File: config.mk
export PLATFORM = sky130hd
export DESIGN_NAME = ram_write_arbiter
export DESIGN_NICKNAME = d
export VERILOG_FILES = /design/src/rtl/ram_write_arbiter_pkg.sv /design/src/rtl/ram_write_arbiter_word_fifo.sv /design/src/rtl/ram_write_arbiter.sv
export SDC_FILE = /design/constraint.sdc
export NUM_CORES = 1
export LEC_CHECK = 0
export ABC_AREA = 1
export BUFFER_PORTS_ARGS = -buffer_cell sky130_fd_sc_hd__buf_2
export CAP_MARGIN = 0
export CORE_ASPECT_RATIO = 1.75
export CORE_MARGIN = 4
export CORE_UTILIZATION = 32
export DETAILED_ROUTE_END_ITERATION = 10
export GPL_TIMING_DRIVEN = 0
export HOLD_SLACK_MARGIN = 0.15
export PLACE_DENSITY_LB_ADDON = 0.25
export SLEW_MARGIN = 20
export SYNTH_ARGS = -nofsm -noshare
export SYNTH_HDL_FRONTEND = slang
export SYNTH_SLANG_ARGS = --single-unit
File: constraint.sdc
create_clock -name clk -period 9.6 [get_ports clk]
set_clock_uncertainty 0.2 [all_clocks]
set_input_delay 1.44 -clock clk [delete_from_list [all_inputs] [get_ports clk]]
set_output_delay 1.44 -clock clk [all_outputs]
set_load 0.05 [all_outputs]
File: src/rtl/ram_write_arbiter_pkg.sv
// rtl/ram_write_arbiter_pkg.sv - shared defaults and arbiter types for the RAM write arbiter
package ram_write_arbiter_pkg;

    // Word and address widths shared with io_module
    localparam int unsigned DEF_N  = 32;
    localparam int unsigned DEF_AW = 20;

    // Default region base addresses shared with io_module
    localparam int unsigned BASE_A       = 5;
    localparam int unsigned BASE_B       = 10;
    localparam int unsigned BASE_U       = 5;
    localparam int unsigned BASE_T       = 0;
    localparam int unsigned BASE_CONTROL = 0;

    typedef enum logic {
        ARB_IDLE  = 1'b0,
        ARB_SERVE = 1'b1
    } arb_state_e;

    // Round-robin choice: 1 when requester 1 should win this cycle
    function automatic logic pick_req1(input logic ne0, input logic ne1, input logic last_grant);
        if (ne0 && ne1) begin
            return !last_grant;
        end
        return ne1;
    endfunction

endpackage

File: src/rtl/ram_write_arbiter_word_fifo.sv
// rtl/ram_write_arbiter_word_fifo.sv - small per-requester word FIFO with flush
module word_fifo #(
    parameter int unsigned N     = 32,
    parameter int unsigned DEPTH = 4
) (
    input  logic         clk,
    input  logic         reset,
    input  logic         push,
    input  logic         pop,
    input  logic         flush,
    input  logic [N-1:0] din,
    output logic [N-1:0] dout,
    output logic         full,
    output logic         empty
);

    localparam int unsigned PW = $clog2(DEPTH) + 1;

    logic [PW-1:0] wr_ptr_q, wr_ptr_d;
    logic [PW-1:0] rd_ptr_q, rd_ptr_d;
    logic [N-1:0]  mem_q [DEPTH];
    logic [PW-2:0] wr_idx;

    // A push during flush becomes the first entry of the emptied FIFO
    assign wr_idx = flush ? '0 : wr_ptr_q[PW-2:0];

    assign empty = (wr_ptr_q == rd_ptr_q);
    assign full  = (wr_ptr_q[PW-1] != rd_ptr_q[PW-1]) &&
                   (wr_ptr_q[PW-2:0] == rd_ptr_q[PW-2:0]);
    assign dout  = mem_q[rd_ptr_q[PW-2:0]];

    // Next pointer values; flush overrides any pop
    always_comb begin
        wr_ptr_d = wr_ptr_q;
        rd_ptr_d = rd_ptr_q;
        if (flush) begin
            rd_ptr_d = '0;
            wr_ptr_d = push ? PW'(1) : '0;
        end else begin
            if (push) begin
                wr_ptr_d = wr_ptr_q + PW'(1);
            end
            if (pop) begin
                rd_ptr_d = rd_ptr_q + PW'(1);
            end
        end
    end

    // Pointer registers
    always_ff @(posedge clk or negedge reset) begin
        if (!reset) begin
            wr_ptr_q <= '0;
            rd_ptr_q <= '0;
        end else begin
            wr_ptr_q <= wr_ptr_d;
            rd_ptr_q <= rd_ptr_d;
        end
    end

    // Storage array; contents are meaningless while empty so it needs no reset
    always_ff @(posedge clk) begin
        if (push) begin
            mem_q[wr_idx] <= din;
        end
    end

endmodule

File: src/rtl/ram_write_arbiter.sv
// rtl/ram_write_arbiter.sv - round-robin arbiter sharing one RAM write port between two streams
module ram_write_arbiter
    import ram_write_arbiter_pkg::*;
#(
    parameter int unsigned N     = DEF_N,
    parameter int unsigned AW    = DEF_AW,
    parameter int unsigned DEPTH = 4,
    parameter int unsigned BASE0 = BASE_A,
    parameter int unsigned BASE1 = BASE_B
) (
    input  logic          clk,
    input  logic          reset,
    input  logic          start0,
    input  logic          start1,
    input  logic          store0,
    input  logic          store1,
    input  logic [N-1:0]  data0,
    input  logic [N-1:0]  data1,
    output logic          ram_we,
    output logic [AW-1:0] ram_addr,
    output logic [N-1:0]  ram_data,
    output logic          busy,
    output logic          overflow0,
    output logic          overflow1
);

    localparam logic [AW-1:0] B0 = AW'(BASE0);
    localparam logic [AW-1:0] B1 = AW'(BASE1);

    arb_state_e    state_q, state_d;
    logic          ram_we_q, ram_we_d;
    logic [AW-1:0] ram_addr_q, ram_addr_d;
    logic [N-1:0]  ram_data_q, ram_data_d;
    logic [AW-1:0] off0_q, off0_d;
    logic [AW-1:0] off1_q, off1_d;
    logic          last_grant_q, last_grant_d;
    logic          ovf0_q, ovf0_d;
    logic          ovf1_q, ovf1_d;

    logic          full0, empty0, full1, empty1;
    logic [N-1:0]  head0, head1;
    logic          ne0, ne1, win1;
    logic          pop0, pop1, push0, push1, drop0, drop1;

    assign ne0 = !empty0;
    assign ne1 = !empty1;

    word_fifo #(.N(N), .DEPTH(DEPTH)) u_fifo0 (
        .clk   (clk),
        .reset (reset),
        .push  (push0),
        .pop   (pop0),
        .flush (start0),
        .din   (data0),
        .dout  (head0),
        .full  (full0),
        .empty (empty0)
    );

    word_fifo #(.N(N), .DEPTH(DEPTH)) u_fifo1 (
        .clk   (clk),
        .reset (reset),
        .push  (push1),
        .pop   (pop1),
        .flush (start1),
        .din   (data1),
        .dout  (head1),
        .full  (full1),
        .empty (empty1)
    );

    // Grant, push acceptance and next-state for the arbiter FSM and write registers
    always_comb begin
        state_d      = state_q;
        win1         = pick_req1(ne0, ne1, last_grant_q);
        pop0         = 1'b0;
        pop1         = 1'b0;
        ram_we_d     = 1'b0;
        ram_addr_d   = ram_addr_q;
        ram_data_d   = ram_data_q;
        off0_d       = off0_q;
        off1_d       = off1_q;
        last_grant_d = last_grant_q;

        // SERVE covers every cycle in which a FIFO can hold data, so grants are
        // only evaluated there; a start on the granted requester cancels its write.
        if (state_q == ARB_SERVE) begin
            pop0 = ne0 && !win1 && !start0;
            pop1 = ne1 &&  win1 && !start1;
        end

        // Full FIFO still accepts when its head leaves this cycle or it is flushed
        push0 = store0 && (!full0 || pop0 || start0);
        push1 = store1 && (!full1 || pop1 || start1);
        drop0 = store0 && !push0;
        drop1 = store1 && !push1;

        if (pop0) begin
            ram_we_d     = 1'b1;
            ram_addr_d   = B0 + off0_q;
            ram_data_d   = head0;
            off0_d       = off0_q + AW'(1);
            last_grant_d = 1'b0;
        end else if (pop1) begin
            ram_we_d     = 1'b1;
            ram_addr_d   = B1 + off1_q;
            ram_data_d   = head1;
            off1_d       = off1_q + AW'(1);
            last_grant_d = 1'b1;
        end

        if (start0) begin
            off0_d = '0;
        end
        if (start1) begin
            off1_d = '0;
        end

        ovf0_d = start0 ? 1'b0 : (ovf0_q || drop0);
        ovf1_d = start1 ? 1'b0 : (ovf1_q || drop1);

        case (state_q)
            ARB_IDLE: begin
                if (push0 || push1) begin
                    state_d = ARB_SERVE;
                end
            end
            ARB_SERVE: begin
                if (!ne0 && !ne1 && !push0 && !push1) begin
                    state_d = ARB_IDLE;
                end
            end
            default: state_d = ARB_IDLE;
        endcase
    end

    // State and output registers; reset discards any in-flight write
    always_ff @(posedge clk or negedge reset) begin
        if (!reset) begin
            state_q      <= ARB_IDLE;
            ram_we_q     <= 1'b0;
            ram_addr_q   <= '0;
            ram_data_q   <= '0;
            off0_q       <= '0;
            off1_q       <= '0;
            last_grant_q <= 1'b1;
            ovf0_q       <= 1'b0;
            ovf1_q       <= 1'b0;
        end else begin
            state_q      <= state_d;
            ram_we_q     <= ram_we_d;
            ram_addr_q   <= ram_addr_d;
            ram_data_q   <= ram_data_d;
            off0_q       <= off0_d;
            off1_q       <= off1_d;
            last_grant_q <= last_grant_d;
            ovf0_q       <= ovf0_d;
            ovf1_q       <= ovf1_d;
        end
    end

    assign ram_we    = ram_we_q;
    assign ram_addr  = ram_addr_q;
    assign ram_data  = ram_data_q;
    assign overflow0 = ovf0_q;
    assign overflow1 = ovf1_q;
    assign busy      = ne0 || ne1 || ram_we_q;

endmodule

=== After elaboration in Yosys (flattened, before gate mapping) ===
Memories as Yosys holds them, arrays and structs flattened.
Cells that the tools add are included.

* Reductions and logical operators: 39
* Bitwise logic cells: 1
* Equal/unequal tests: 7
* Muxes and demuxes: 39
* Add/sub/neg operators: 8

{| class="wikitable"
|+ Operators with widths
! kind !! count
|-
| 20-bit 2-to-1 mux || 7
|-
| 32-bit 2-to-1 mux || 2
|-
| 20-bit by 1-bit adder with 20-bit output, second input constant || 2
|-
| 3-bit 2-to-1 mux || 8
|-
| 3-bit by 20-bit adder with 20-bit output, first input constant || 1
|-
| 4-bit by 20-bit adder with 20-bit output, first input constant || 1
|-
| 1-bit 2-to-1 mux || 19
|-
| 1-bit logical AND || 14
|-
| 3-bit by 1-bit adder with 3-bit output, second input constant || 4
|-
| 1-bit zero test || 10
|-
| 2-bit nonzero test || 5
|-
| 1-bit logical OR || 9
|-
| 3-bit equality test || 2
|-
| 2-bit equality test || 2
|-
| 2-bit 2-to-1 mux || 2
|-
| 1-bit != test || 2
|-
| 2-bit != test, second input constant || 1
|-
| 1-bit case mux with 2 select lines || 1
|-
| 2-bit AND reduction || 1
|-
| 1-bit NOT || 1
|}

* RAM bits: 256
* Memories: 2
* Logic and storage cells: 109
* Bits in registers: 109
* Output and inout bits: 56

{| class="wikitable"
|+ Memories
! memory !! depth !! width !! read ports !! clocked after memory_dff !! write ports !! line !! RTL
|-
| u_fifo0.mem_q || 4 || 32 || 1 || 0 || 1 || ram_write_arbiter_word_fifo.sv:21 || <nowiki>logic [N-1:0] mem_q [DEPTH];</nowiki>
|-
| u_fifo1.mem_q || 4 || 32 || 1 || 0 || 1 || ram_write_arbiter_word_fifo.sv:21 ||
|}

=== Logic depth before layout (Yosys ltp) ===
Gate-level depths: netlist of run 1.

* Depth after elaboration: 17
* Depth in mapped cells: 13
* Gate-level depth less buffers: 12

=== Cells and area by module ===
Synthesis of run 1 repeated with hierarchy kept, for this count alone.

* Cell total of the unflattened synthesis: 1599
* Area total of the unflattened synthesis: 16268.1 µm²

{| class="wikitable"
|+ By module, submodules not included
! module !! area each (µm²) !! times used !! cells an instance !! seq. area each (µm²)
|-
| ram_write_arbiter || 5522.8 || 1 || 764 || 2428.6
|-
| word_fifo (u_fifo0) || 5372.7 || 1 || 417 || 3993.8
|-
| word_fifo (u_fifo1) || 5372.7 || 1 || 418 || 3993.8
|}

=== Worst setup path before layout of run 1 ===
OpenSTA, ideal clock, no wires.

* Path kind: input -> register
* Start point: input port start0
* End point: memory u_fifo0.mem_q[2][0], enable pin
* Library setup time: 0.461 ns
* Stages on the path: 8
* Arrival: 4.227 ns
* Slack: 4.712 ns
* Buffers on the path: 1
* Cell sequence: nor2_1 nand2_1 inv_2 nand2_4 buf_6 nand3_2 nand2_2 nor3_1

* Cells in the longest elaborated chain, start to end: 8
* Elaborated cells on any way between the ends: 9

{| class="wikitable"
|+ Ends and longest elaborated chain
! item !! line !! RTL
|-
| start, declared || ram_write_arbiter.sv:13 || <nowiki>input logic start0,</nowiki>
|-
| 1-bit zero test || ram_write_arbiter.sv:88 || <nowiki>pop0 = ne0 && !win1 && !start0;</nowiki>
|-
| 1-bit logical AND || ram_write_arbiter.sv:88 ||
|-
| 1-bit 2-to-1 mux || ram_write_arbiter.sv:87 || <nowiki>if (state_q == ARB_SERVE) begin</nowiki>
|-
| 1-bit logical OR (2 in series) || ram_write_arbiter.sv:93 || <nowiki>push0 = store0 && (!full0 || pop0 || start0);</nowiki>
|-
| 1-bit logical AND || ram_write_arbiter.sv:93 ||
|-
| 1-bit 2-to-1 mux || ram_write_arbiter_word_fifo.sv:62 || <nowiki>if (push) begin</nowiki>
|-
| 1-bit 2-to-1 mux (implied by the code) || ram_write_arbiter_word_fifo.sv:63 || <nowiki>mem_q[wr_idx] <= din;</nowiki>
|-
| end, declared || ram_write_arbiter_word_fifo.sv:21 ||
|}

Several ways; a longest one is shown, not always the timed one.

=== Worst setup path in the final report of run 1 ===
* Start point: register u_fifo0.rd_ptr_q[1]
* End point: output port busy

* Cells in the longest elaborated chain, start to end: 4

{| class="wikitable"
|+ Ends and longest elaborated chain
! item !! line !! RTL
|-
| start, declared || ram_write_arbiter_word_fifo.sv:20 || <nowiki>logic [PW-1:0] rd_ptr_q, rd_ptr_d;</nowiki>
|-
| start signal, assigned || ram_write_arbiter_word_fifo.sv:56 || <nowiki>rd_ptr_q <= rd_ptr_d;</nowiki>
|-
| 3-bit equality test || ram_write_arbiter_word_fifo.sv:27 || <nowiki>assign empty = (wr_ptr_q == rd_ptr_q);</nowiki>
|-
| 1-bit zero test || ram_write_arbiter.sv:45 || <nowiki>assign ne0 = !empty0;</nowiki>
|-
| 1-bit logical OR (2 in series) || ram_write_arbiter.sv:167 || <nowiki>assign busy = ne0 || ne1 || ram_we_q;</nowiki>
|-
| end, declared || ram_write_arbiter.sv:22 || <nowiki>output logic busy,</nowiki>
|}

Every way passes these cells.

==> results.json, run 1 <==
{
  "synth_enable_flop_cells": 256,
  "ys.flop_type": "edfxtp_1",
  "ant_nets": 0,
  "ys_ff_latch": 365,
  "place_congestion": 0.905,
  "yosys_warnings": 0,
  "core_um2": 48600,
  "synth.area.top_cells": "edfxtp_1 (49%), dfrtp_1 (17%), nor2_1 (6.2%), nand2_1 (5.6%), o21ai_0 (5.1%)",
  "insertion_delay_ns": 0.54,
  "post-cts-setup-buffer-count": 0,
  "dp_hpwl_mm": 35.9,
  "grt_overflow_total": 0,
  "placed_cells": 2257,
  "num_io_pins": 126,
  "criticalPathCategory": "register to primary output",
  "whs_ns": 0.273,
  "hold_viol": 0,
  "finalSetupViolCount": 0,
  "async_flop_share": 0.299,
  "cts_resized": 0,
  "wl_mm": 48.3,
  "syn_area_um2": 15700,
  "tightest_slew_ns": 0.819,
  "crit_buf_inv": 2,
  "ir_worst_vdd_uv": 247,
  "die-area_um2": 52600,
  "syn_to_final_growth_pct": 19.1,
  "fp.dieW_um": 175,
  "via_per_inst": 4.91,
  "drv_cap": 0,
  "initial_utilization": 0.322,
  "post-route-drc-count": 0,
  "num_vias": 11400,
  "cts_tree": "built",
  "synth_top_area_cell": "edfxtp_1",
  "grt_use_total": 0.180,
  "final_min_period_over_clock_period": 0.385,
  "layout_min_cycle_time_ns": 3.70,
  "rsz0062_at_grt": "no",
  "io_buffers": 125,
  "routedWlPerCell_um": 20.8,
  "finalNetCount": 1719,
  "cp_cell_sequence": "inv_2, nand2_2, nand2_2, nand3_4, nor2_1, nand2_1, buf_2",
  "whs_endpoint": "ram_addr[8]",
  "hold_depth": 2,
  "max_slew_margin": 0.451,
  "cpLargestDelayFamily": "simple AND/OR/NAND/NOR gates",
  "worstPathMaxFanout": 8,
  "dr.pass1.iters": 5,
  "r2r_end": "u_fifo1.mem_q[3][3]",
  "cts_root_buffer": "clkbuf_16",
  "cts_max_level": 2,
  "drv_slew": 0,
  "cpPeakStageDelay_ns": 0.49,
  "ctsHoldBuffers": 0,
  "cts_sinks": 365,
  "fp-row-count": 107,
  "drt_iter0_markers": 872,
  "grt_pass1_vias": 11400,
  "crit_arrival_ns": 2.06,
  "clockBufferDepth": 3,
  "grt_max_degree": 75,
  "synthCells": 1449,
  "grt_antenna_before_repair": 11,
  "synth.top_cell.area_share": 0.491,
  "fmax_ghz": 0.270,
  "p_leak_nw": 7.11,
  "hold_path_class": "register to register",
  "cts-buffers-inserted": 37,
  "final_cell_mix": "edfxtp_1 (256), nor2_1 (255), nand2_1 (235)",
  "final_cells": 2325,
  "drive_above_1_share": 0.163,
  "crit_top_cell": "nand2_2",
  "slowest_stage": "dfrtp_1",
  "yosysUniqueCellTypes": 36,
  "mostFrequentLayoutCell": "edfxtp_1",
  "status": "completed",
  "cp-start-kind": "register",
  "worstPathRequired_ns": 7.96,
  "synth_nets": 1526,
  "ff2ff_setup_slack_ns": 6.31,
  "power.density_nw_per_um2": 285,
  "reg2reg_from": "u_fifo0.rd_ptr_q[1]",
  "ff2ff_path_depth": 13,
  "cp-end-kind": "primary output",
  "yosysSeqAreaShare": 0.666,
  "hp-start": "ram_addr[8]",
  "syn_avg_cell_area_um2": 10.8,
  "finish.utilization": 0.384,
  "clkTransAtPathRegs_ns": 0.07,
  "chipHeight_um": 301,
  "setup_tns_ns": 0,
  "grt_pass1_wl_mm": 71.8
}
==> worst max-delay path by stage <==
stage / from / slack [ns] / cells past startpoint / endpoint
6_report: u_fifo0.rd_ptr_q[1] / 5.90 / 7 / busy
5_1_grt: u_fifo0.rd_ptr_q[1] / 5.79 / 7 / busy
4_1_cts: u_fifo0.rd_ptr_q[1] / 5.88 / 7 / busy
3_5_place_dp: start1 / 5.54 / 8 / u_fifo1.mem_q[3][15]
3_3_place_gp: start1 / 2.41 / 5 / u_fifo1.mem_q[3][12]
2_1_floorplan: start0 / 4.71 / 8 / u_fifo0.mem_q[2][0]
==> routing by layer <==
metal	share of wire	track usage
met3	0.048	0.0280
met1	0.38	0.210
met4	0.037	0.0687
met2	0.53	0.330
met5	0.00054	0
==> cell families after synthesis <==
kind of cell | Yosys count | share of synthesized area
AND/OR/NAND/NOR | 603 | 0.159
flip-flops | 365 | 0.666
AO/OA/AOI/OAI | 284 | 0.101
buffers and inverters | 139 | 0.0397
XOR/XNOR | 51 | 0.0290
adder cells (fa/ha/maj) | 7 | 0.00560
==> flip-flops by register name, summed over array words and instances, names as in the netlist <==
signal and cells:
ram_data 32, u_fifo1.wr_ptr_q 3, u_fifo0.wr_ptr_q 3, u_fifo0.mem_q 128
u_fifo1.rd_ptr_q 3, overflow1 1, state_q 1, u_fifo1.mem_q 128
ram_we 1, overflow0 1, off0_q 20, last_grant_q 1
ram_addr 20, u_fifo0.rd_ptr_q 3, off1_q 20
==> report_power, final <==
group	switching [W]	internal, W	leakage [nW]	total (W)
clock network	0.000611	0.000786	0.559	0.00140
registers	0.000130	0.00187	3.75	0.00200
logic	0.00142	0.000497	2.79	0.00192
==> synthesized netlist by cell type, drive strengths merged (15+ instances only) <==
library cell  number
o22ai             77
dfrtp            108
nand4             15
nor2             258
clkbuf            38
buf               33
nand2            244
inv               67
o21ai            175
xor2              40
edfxtp           256
nand3             69
==> metrics by stage <==
stage	total power (W)	instance area [um2]	setup slack, ns
6_report	0.00531	18600	5.90
5_1_grt	0.00559	18600	5.79
4_1_cts	0.00537	18600	5.88
3_5_place_dp	0.00397	17500	5.54
3_3_place_gp	0.00392	17100	2.41
2_1_floorplan	0.00324	15700	4.71
==> worst register-to-register path, cell delays in order (launching register included) <==
cell and delay (ns):
dfrtp_1 0.49, inv_2 0.19, nand2_2 0.07, nand2_2 0.08
nand3_4 0.11, nand2_4 0.11, nand3_2 0.09, buf_6 0.16
nand3_1 0.12, nand2_2 0.16, nor3_2 0.63, buf_6 0.25
buf_6 0.16, buf_4 0.17
==> final cells by class <==
cell class	instances	area, um2
diodes	4	10.0
plain buffers	71	367
clock buffers	49	1030
clock inverters	15	111
fillers	4785	30000
inverters	68	255
multi-input cells	945	4660
flip-flops and latches	365	10400
well taps	654	818
repair buffers	154	971
(Power assumes the default switching activity.)
==> run 2, diff against run 1 <==
Clock period 9.6 ns to 3.55 ns, I/O delays scaled along.
==> run 2 against run 1 <==
Utilization up 1.5 points. Largest power group unchanged. Setup slack lost 5.6 ns. Cell count up 2.6%. Power rose to 2.7 times the previous value. Critical path depth up 7. Clock power rose to 2.8 times the previous value.
==> results.json, run 2 (synthesis results as in run 1) <==
{
  "status": "completed",
  "core_um2": 48600,
  "fp-row-count": 107,
  "finalNetCount": 1780,
  "final_min_period_over_clock_period": 0.922,
  "place_congestion": 0.922,
  "cts-buffers-inserted": 37,
  "grt_pass1_vias": 11900,
  "syn_to_final_growth_pct": 23.8,
  "die-area_um2": 52600,
  "via_per_inst": 4.86,
  "fmax_ghz": 0.306,
  "dr_wl_met2_mm": 25.2,
  "finish.utilization": 0.399,
  "cts_root_buffer": "clkbuf_16",
  "grt_pass1_wl_mm": 72.4,
  "wl_met3_mm": 2.19,
  "num_vias": 11600,
  "cts_max_level": 2,
  "cp_cell_sequence": "inv_2, nand2_2, nand2_2, nand3_4, nand2_4, nand2_4, nand2_4, buf_6, nand3_2, nand2_2, nor3_2, buf_6, buf_4, buf_6",
  "pre_cts_slack_ns": 0.255,
  "insertion_delay_ns": 0.53,
  "clockBufferDepth": 3,
  "cts_tree": "built",
  "drt_iter0_markers": 763,
  "grt_antenna_before_repair": 1,
  "slowest_stage": "nor3_2",
  "num_io_pins": 126,
  "final_cell_mix": "edfxtp_1 (256), nor2_1 (255), nand2_1 (235)",
  "post-route-drc-count": 0,
  "grt_use_total": 0.179,
  "cpPeakStageDelay_ns": 0.58,
  "finalSetupViolCount": 0,
  "drv_slew": 0,
  "ant_nets": 0,
  "worstPathMaxFanout": 10,
  "layout_min_cycle_time_ns": 3.27,
  "fp.dieW_um": 175,
  "cts_sinks": 365,
  "cts_resized": 0,
  "wl_mm": 47.8,
  "power.density_nw_per_um2": 750,
  "max_slew_margin": 0.487,
  "routedWlPerCell_um": 20.0,
  "p_leak_nw": 7.40,
  "worstPathRequired_ns": 3.59,
  "routed.top_layer": "met4",
  "grt_overflow_total": 0,
  "initial_utilization": 0.322,
  "cp-end-kind": "register",
  "crit_arrival_ns": 3.32,
  "cp-start-kind": "register",
  "drive_above_1_share": 0.151,
  "grt_max_degree": 67,
  "drv_cap": 0,
  "dr.pass1.iters": 5,
  "p_total_w": 0.0145,
  "rsz0062_at_grt": "no",
  "criticalPathCategory": "register to register",
  "chipHeight_um": 301,
  "ir_worst_vdd_uv": 507,
  "setup_slack_ns": 0.277,
  "hold_viol": 0,
  "io_buffers": 125,
  "met1Wirelength_mm": 18.7,
  "tightest_slew_ns": 0.767,
  "hold_path_class": "register to register",
  "clkTransAtPathRegs_ns": 0.06,
  "mostFrequentLayoutCell": "edfxtp_1",
  "dp_hpwl_mm": 34.9
}
==> run 2: changes by cell type in the layout (fill, tap and decap cells not counted), moves of 4 or more <==
cell,delta
buf_6,-8
clkbuf_8,-4
buf_4,-4
clkinv_1,+7
dlygate4sd3_1,+68
==> run 2: final timing paths <==
path	startpoint	endpoint	slack, ns	depth (start not counted)
max in group asynchronous	reset	last_grant_q	2.11	3
worst max-delay path	u_fifo0.rd_ptr_q[1]	u_fifo0.mem_q[2][0]	0.28	14
min in group asynchronous	reset	off1_q[16]	0.30	2
worst min-delay path	ram_addr[8]	ram_addr[8]	0.27	2
worst min register to register	ram_addr[8]	ram_addr[8]	0.27	2
worst max register to register	u_fifo0.rd_ptr_q[1]	u_fifo0.mem_q[2][0]	0.28	14
==> run 2: timing repair <==
action                                 CTS  global route
hold buffers                            68             0
endpoints found under the hold margin  302             0
setup buffers                            0             0
==> run 2: area by class of cell <==
cell class / instances / area (um2)
clock inverters: 23 / 216
well taps: 654 / 818
fillers: 4755 / 29200
multi-input cells: 945 / 4680
flip-flops and latches: 365 / 10400
diodes: 1 / 2.50
repair buffers: 215 / 1640
inverters: 68 / 255
plain buffers: 71 / 367
clock buffers: 44 / 973
==> run 2: per-stage QoR <==
stage / instance area (um2) / hold slack, ns / std cells / setup TNS (ns)
6_report: 19400 / 0.274 / 2386 / 0
5_1_grt: 19400 / 0.298 / 2386 / 0
4_1_cts: 19400 / 0.279 / 2385 / 0
3_5_place_dp: 17500 / 0.262 / 2250 / 0
3_3_place_gp: 17100 / 0.261 / 2228 / -450.27
2_1_floorplan: 15700 / 0.0369 / 1449 / -58.79
==> run 2: power by group <==
part	leakage [nW]	internal, W	switching (W)
clock network	0.584	0.00225	0.00164
logic	3.07	0.00139	0.00384
registers	3.75	0.00506	0.000335
==> run 2: metal layers <==
metal	up-vias	global-route usage
met4	0	0.0665
met2	317	0.328
met3	86	0.0259
met1	5641	0.213
li1	5561	-
met5	-	0
==> run 2: worst max-delay path, delay by kind of cell (launching register included) <==
kind	cells	cell delay, ns
buffers and inverters	5	0.92
and+or+nand+nor	9	1.30
DFF	1	0.55
